## src/rtl/beta_stim_sequencer.sv

```systemverilog
// Multi-channel instruction stimulus sequencer: per-channel FIFOs merged by a
// round-robin / fixed-priority arbiter into one registered valid/ready stream.
// Optional opcode histogram is enabled by defining BETA_STIM_OPCODE_HIST_EN.
module beta_stim_sequencer #(
  parameter int N_CH  = 4,
  parameter int DEPTH = 8,
  parameter int IW    = 32,
  parameter int CNT_W = 16,
  localparam int CW   = (N_CH > 1) ? $clog2(N_CH) : 1,
  localparam int AW   = $clog2(DEPTH)
) (
  input  logic                 CLK,
  input  logic                 RST,
  input  logic [N_CH-1:0]      in_valid,
  input  logic [N_CH*IW-1:0]   in_inst,
  output logic [N_CH-1:0]      in_ready,
  input  logic                 arb_mode,
  input  logic                 flush,
  output logic                 out_valid,
  output logic [IW-1:0]        out_inst,
  output logic [CW-1:0]        out_ch,
  input  logic                 out_ready,
  output logic [CNT_W-1:0]     issue_cnt,
  output logic                 empty_all
`ifdef BETA_STIM_OPCODE_HIST_EN
  ,
  input  logic [5:0]           hist_sel,
  output logic [CNT_W-1:0]     hist_cnt
`endif
);

  logic [N_CH-1:0] elig;
  logic [N_CH-1:0] pop_vec;
  logic [IW-1:0]   head_data [N_CH];

  logic            out_valid_reg;
  logic [IW-1:0]   out_inst_reg;
  logic [CW-1:0]   out_ch_reg;
  logic [CW-1:0]   rr_ptr_reg;
  logic [CNT_W-1:0] issue_cnt_reg;

  logic            load;
  logic            do_load;
  logic            handshake;
  logic            grant_found;
  logic [CW-1:0]   grant_idx;
  logic [CW-1:0]   cand_idx;
  logic [CW-1:0]   rr_ptr_next;

  // The output register may refill whenever it is empty or being drained;
  // flush suppresses both pop and handshake accounting for that cycle.
  assign load      = !out_valid_reg || out_ready;
  assign do_load   = load && !flush;
  assign handshake = out_valid_reg && out_ready && !flush;

  genvar gi;
  generate
    for (gi = 0; gi < N_CH; gi++) begin : g_ch
      logic [IW-1:0] mem [DEPTH];
      logic [AW-1:0] wr_ptr_reg;
      logic [AW-1:0] rd_ptr_reg;
      logic [AW:0]   count_reg;
      logic          push;
      logic          pop;

      assign push = in_valid[gi] && in_ready[gi] && !flush;
      assign pop  = pop_vec[gi];

      always_ff @(posedge CLK) begin
        if (RST && push)
          mem[wr_ptr_reg] <= in_inst[gi*IW +: IW];
      end

      always_ff @(posedge CLK) begin
        if (!RST || flush) begin
          wr_ptr_reg <= '0;
          rd_ptr_reg <= '0;
          count_reg  <= '0;
        end else begin
          if (push)
            wr_ptr_reg <= wr_ptr_reg + 1'b1;
          if (pop)
            rd_ptr_reg <= rd_ptr_reg + 1'b1;
          if (push && !pop)
            count_reg <= count_reg + 1'b1;
          else if (!push && pop)
            count_reg <= count_reg - 1'b1;
        end
      end

      assign in_ready[gi]  = (count_reg != (AW+1)'(DEPTH));
      assign elig[gi]      = (count_reg != '0);
      assign head_data[gi] = mem[rd_ptr_reg];
    end
  endgenerate

  // Winner selection: lowest index in fixed mode, first eligible at or after
  // the rotating pointer in round-robin mode.
  always_comb begin
    grant_found = 1'b0;
    grant_idx   = '0;
    cand_idx    = '0;
    for (int i = 0; i < N_CH; i++) begin
      if (arb_mode)
        cand_idx = CW'(i);
      else
        cand_idx = CW'((int'(rr_ptr_reg) + i) % N_CH);
      if (!grant_found && elig[cand_idx]) begin
        grant_found = 1'b1;
        grant_idx   = cand_idx;
      end
    end
  end

  assign rr_ptr_next = (grant_idx == CW'(N_CH - 1)) ? '0 : grant_idx + 1'b1;

  always_comb begin
    pop_vec = '0;
    if (do_load && grant_found)
      pop_vec[grant_idx] = 1'b1;
  end

  always_ff @(posedge CLK) begin
    if (!RST) begin
      out_valid_reg <= 1'b0;
      out_inst_reg  <= '0;
      out_ch_reg    <= '0;
      rr_ptr_reg    <= '0;
      issue_cnt_reg <= '0;
    end else begin
      if (handshake)
        issue_cnt_reg <= issue_cnt_reg + 1'b1;
      if (flush) begin
        out_valid_reg <= 1'b0;
      end else if (load) begin
        if (grant_found) begin
          out_valid_reg <= 1'b1;
          out_inst_reg  <= head_data[grant_idx];
          out_ch_reg    <= grant_idx;
          if (!arb_mode)
            rr_ptr_reg <= rr_ptr_next;
        end else begin
          out_valid_reg <= 1'b0;
        end
      end
    end
  end

  assign out_valid = out_valid_reg;
  assign out_inst  = out_inst_reg;
  assign out_ch    = out_ch_reg;
  assign issue_cnt = issue_cnt_reg;
  assign empty_all = (elig == '0) && !out_valid_reg;

`ifdef BETA_STIM_OPCODE_HIST_EN
  logic [5:0]       opcode;
  logic [CNT_W-1:0] hist_reg [64];

  assign opcode = out_inst_reg[IW-1 -: 6];

  // Saturating per-opcode counters; survive flush, cleared only by reset.
  generate
    for (gi = 0; gi < 64; gi++) begin : g_hist
      always_ff @(posedge CLK) begin
        if (!RST)
          hist_reg[gi] <= '0;
        else if (handshake && opcode == 6'(gi) && hist_reg[gi] != '1)
          hist_reg[gi] <= hist_reg[gi] + 1'b1;
      end
    end
  endgenerate

  assign hist_cnt = hist_reg[hist_sel];
`endif

endmodule

```

## config.mk

```make
export PLATFORM = sky130hd
export DESIGN_NAME = beta_stim_sequencer
export DESIGN_NICKNAME = d
export VERILOG_FILES = /design/src/rtl/beta_stim_sequencer.sv
export SDC_FILE = /design/constraint.sdc
export NUM_CORES = 1
export LEC_CHECK = 0
export CAP_MARGIN = 0
export CORE_UTILIZATION = 30
export CTS_BUF_LIST = sky130_fd_sc_hd__clkbuf_8
export DETAILED_ROUTE_END_ITERATION = 7
export HOLD_SLACK_MARGIN = 0.1
export SKIP_CTS_REPAIR_TIMING = 1
export SYNTH_ARGS = -nofsm -noshare
export SYNTH_HDL_FRONTEND = slang
export SYNTH_SLANG_ARGS = --single-unit
```

## constraint.sdc

```tcl
create_clock -name CLK -period 10.72 [get_ports CLK]
set_input_delay 2.144 -clock CLK [delete_from_list [all_inputs] [get_ports CLK]]
set_output_delay 2.144 -clock CLK [all_outputs]
set_load 0.03 [all_outputs]
```

==> reports/qor.txt <==
Initial DRT Pass Iterations: 7
fill count: 13,200
met3 usage: 0.0465
Syn Std Cell Area: 0.0438 mm^2
Final TNS setup: 0 ns
Critical Path RT: 11.51 ns
DRC Markers: 0
Critical Path Max Stage Delay: 0.74 ns
Cell variety after synth: 60
H-tree level count: 4
GR Util met2: 0.238
largest net degree at the start of global routing: 78
Worst-Margin Slew: 0.985 ns
Synth Warn #: 0
r2r startpoint: g_ch[3].count_reg[0]
critical path startpoint category: input pin
routed len/inst: 24.6 um
WP data arrival: 7.21 ns
nets: 2,555
Tmin final: 6.42 ns
area leader, netlist: edfxtp_1
Site Rows: 139
initial antenna violation count: 44
vias in the first global route: 22,100
DRT iter0 DRCs: 1,710
Final Instance Area: 0.0514 mm^2
Yosys reg bits: 1,129
vias per cell: 4.86
DIE AREA: 0.148 mm^2
most common cell after layout, fill and taps aside: edfxtp_1
status: finished, final reports clean
worst hold margin: 0.479 ns
flip-flop count of the largest register after layout: 1,024
Crit path max-delay family: compound AO/OA/AOI/OAI gates
highest-count cells in the layout ignoring fill and taps: edfxtp_1, mux4_2, clkdlybuf4s50_1
Die Ht: 384 um
reg2reg end: g_ch[0].count_reg[3]
gr usage total: 0.147
Leak Pwr: 15.7 nW
drt total wl: 109,000 um
ys flop type: edfxtp_1
Clock Skew: 0.0492 ns
Worst Setup End Kind: register
Hold Crit Start: g_ch[0].rd_ptr_reg[2]
CTS tree: built
CP max-delay cell: a2111oi_4
P&R area growth vs syn: 17.2%
Worst IR Drop VDD: 0.000141 V
sequential share of the synthesized area: 0.749
PwrDens: 192 mW/mm^2
Post-synth EDFFs: 1,024
Reg2Reg Setup Slack: 5.57 ns
Buf+Inv Stages, Crit Path: 4
Num CTS Buffers: 173
Die Wd: 384 um
worst-skew pair later-pin latency: 0.89 ns
final setup fails: 0
max-slew violation count: 0
hold path cells: 2
critical-path cell list: clkdlybuf4s50_1 > nor2b_1 > and2_1 > o311a_1 > a2111oi_4 > inv_2 > nor3_1 > inv_1 > ha_1 > inv_1 > ha_1 > a21o_1 > a21oi_1 > xnor2_1 > or3_1 > a21oi_1
Fmax: 156 MHz
Vias: 21,600
WP depth: 16
Sequential Area: 0.0329 mm^2
met1 usage: 0.181
Max Fanout on Critical Path: 38
Top Ports: 193
final hold vios: 0
Syn Nets: 2,246
clock sink count: 1,129
Layout Utilization: 0.356
Slew HR: 0.344
fraction of layout cells with a size suffix above 1: 0.244
first-pass GRT wire length: 154,000 um
clock buffer depth: 3
multi-input gate area in the final layout: 0.0107 mm^2
Initial Util: 0.304
clock root cell: clkbuf_8
worst hold path type: register to register
top cells by area, synth: edfxtp_1, mux4_2, dfxtp_1
layer with the highest usage: met2
gpl congestion: 0.794
Max Cap Viol: 0
asr flop ratio synth: 0
RSZ-0062 raised after global routing: no
overflow left after global routing: 0
WS Path Type: input pin to register
I/O Buffers: 192
post-synth top area share: 0.701
CTS clock-pin slew for the worst setup and hold paths: 0.06 ns
syn_area_per_cell: 21.1 um^2
period utilization: 0.599
Detail Route Antenna Nets: 0
DP Area: 0.0482 mm^2
Core Footprint: 0.144 mm^2
R2R depth: 15
Post-Synthesis Cells: 2,083
post-detail-place hpwl: 68,800 um
through the flow:
| stage | power (mW) | instances | worst slack (ns) |
|---|---|---|---|
| floorplan | 6.20 | 2083 | 5.00 |
| global placement | 6.68 | 4120 | 3.66 |
| detailed placement | 6.73 | 4120 | 3.43 |
| CTS | 9.98 | 4425 | 4.40 |
| global route | 10.3 | 4430 | 3.96 |
| finish | 9.87 | 4437 | 4.30 |
where the power goes:
part / internal [mW] / switching (mW)
registers: 4.90 / 0.149
logic: 0.666 / 0.912
clock network: 1.59 / 1.66
total: 7.15 / 2.72
how the worst max path moves through the flow:
stage             start              endpoint  slack (ns)
2_1_floorplan     flush     g_ch[1].mem[0][0]        5.00
3_5_place_dp   arb_mode  g_ch[0].count_reg[3]        3.43
6_report       arb_mode  g_ch[0].count_reg[3]        4.30
3_3_place_gp   arb_mode  g_ch[0].count_reg[3]        3.66
4_1_cts        arb_mode  g_ch[0].count_reg[3]        4.40
5_1_grt        arb_mode  g_ch[0].count_reg[3]        3.96
cells in the mapped netlist (17+ instances only):
cell type,count
o21ai_0,43
a21oi_1,49
xnor2_1,19
nand2_1,47
xor2_1,17
edfxtp_1,1024
clkbuf_1,65
buf_2,26
ha_1,22
mux2i_1,131
mux4_2,273
nor2_1,63
dfxtp_1,105
routing by layer:
layer,vias to the layer above,part of all wire
li1,9277,-
met3,200,0.085
met5,-,0.0020
met1,11300,0.39
met2,750,0.49
met4,36,0.036
worst register-to-register path, stage by stage (launching register included):
cell	delay, ns
dfxtp_1	0.40
nor4_1	0.76
mux2i_1	0.17
o311a_1	0.20
a2111oi_4	0.74
inv_2	0.59
nor3_1	0.62
inv_1	0.10
ha_1	0.23
inv_1	0.12
ha_1	0.24
a21o_1	0.18
a21oi_1	0.19
xnor2_1	0.10
or3_1	0.30
a21oi_1	0.15
cells by family after synthesis:
| group | after synthesis | share of synthesized area |
|---|---|---|
| adder cells (fa/ha/maj) | 26 | 0.00810 |
| AO/OA/AOI/OAI | 135 | 0.0195 |
| XOR/XNOR | 36 | 0.00719 |
| AND/OR/NAND/NOR | 221 | 0.0258 |
| multiplexers | 421 | 0.178 |
| flip-flops | 1129 | 0.749 |
| buffers and inverters | 115 | 0.0123 |
cell type report:
class / count / area share
Sequential cell: 1129 / 0.640
Clock buffer: 178 / 0.0477
Inverter: 9 / 0.000803
Clock inverter: 127 / 0.0134
Multi-Input combinational cell: 839 / 0.207
Antenna cell: 12 / 0.000584
Timing Repair Buffer: 240 / 0.0443
Tap cell: 1903 / 0.0463
(Power assumes the default switching activity.)
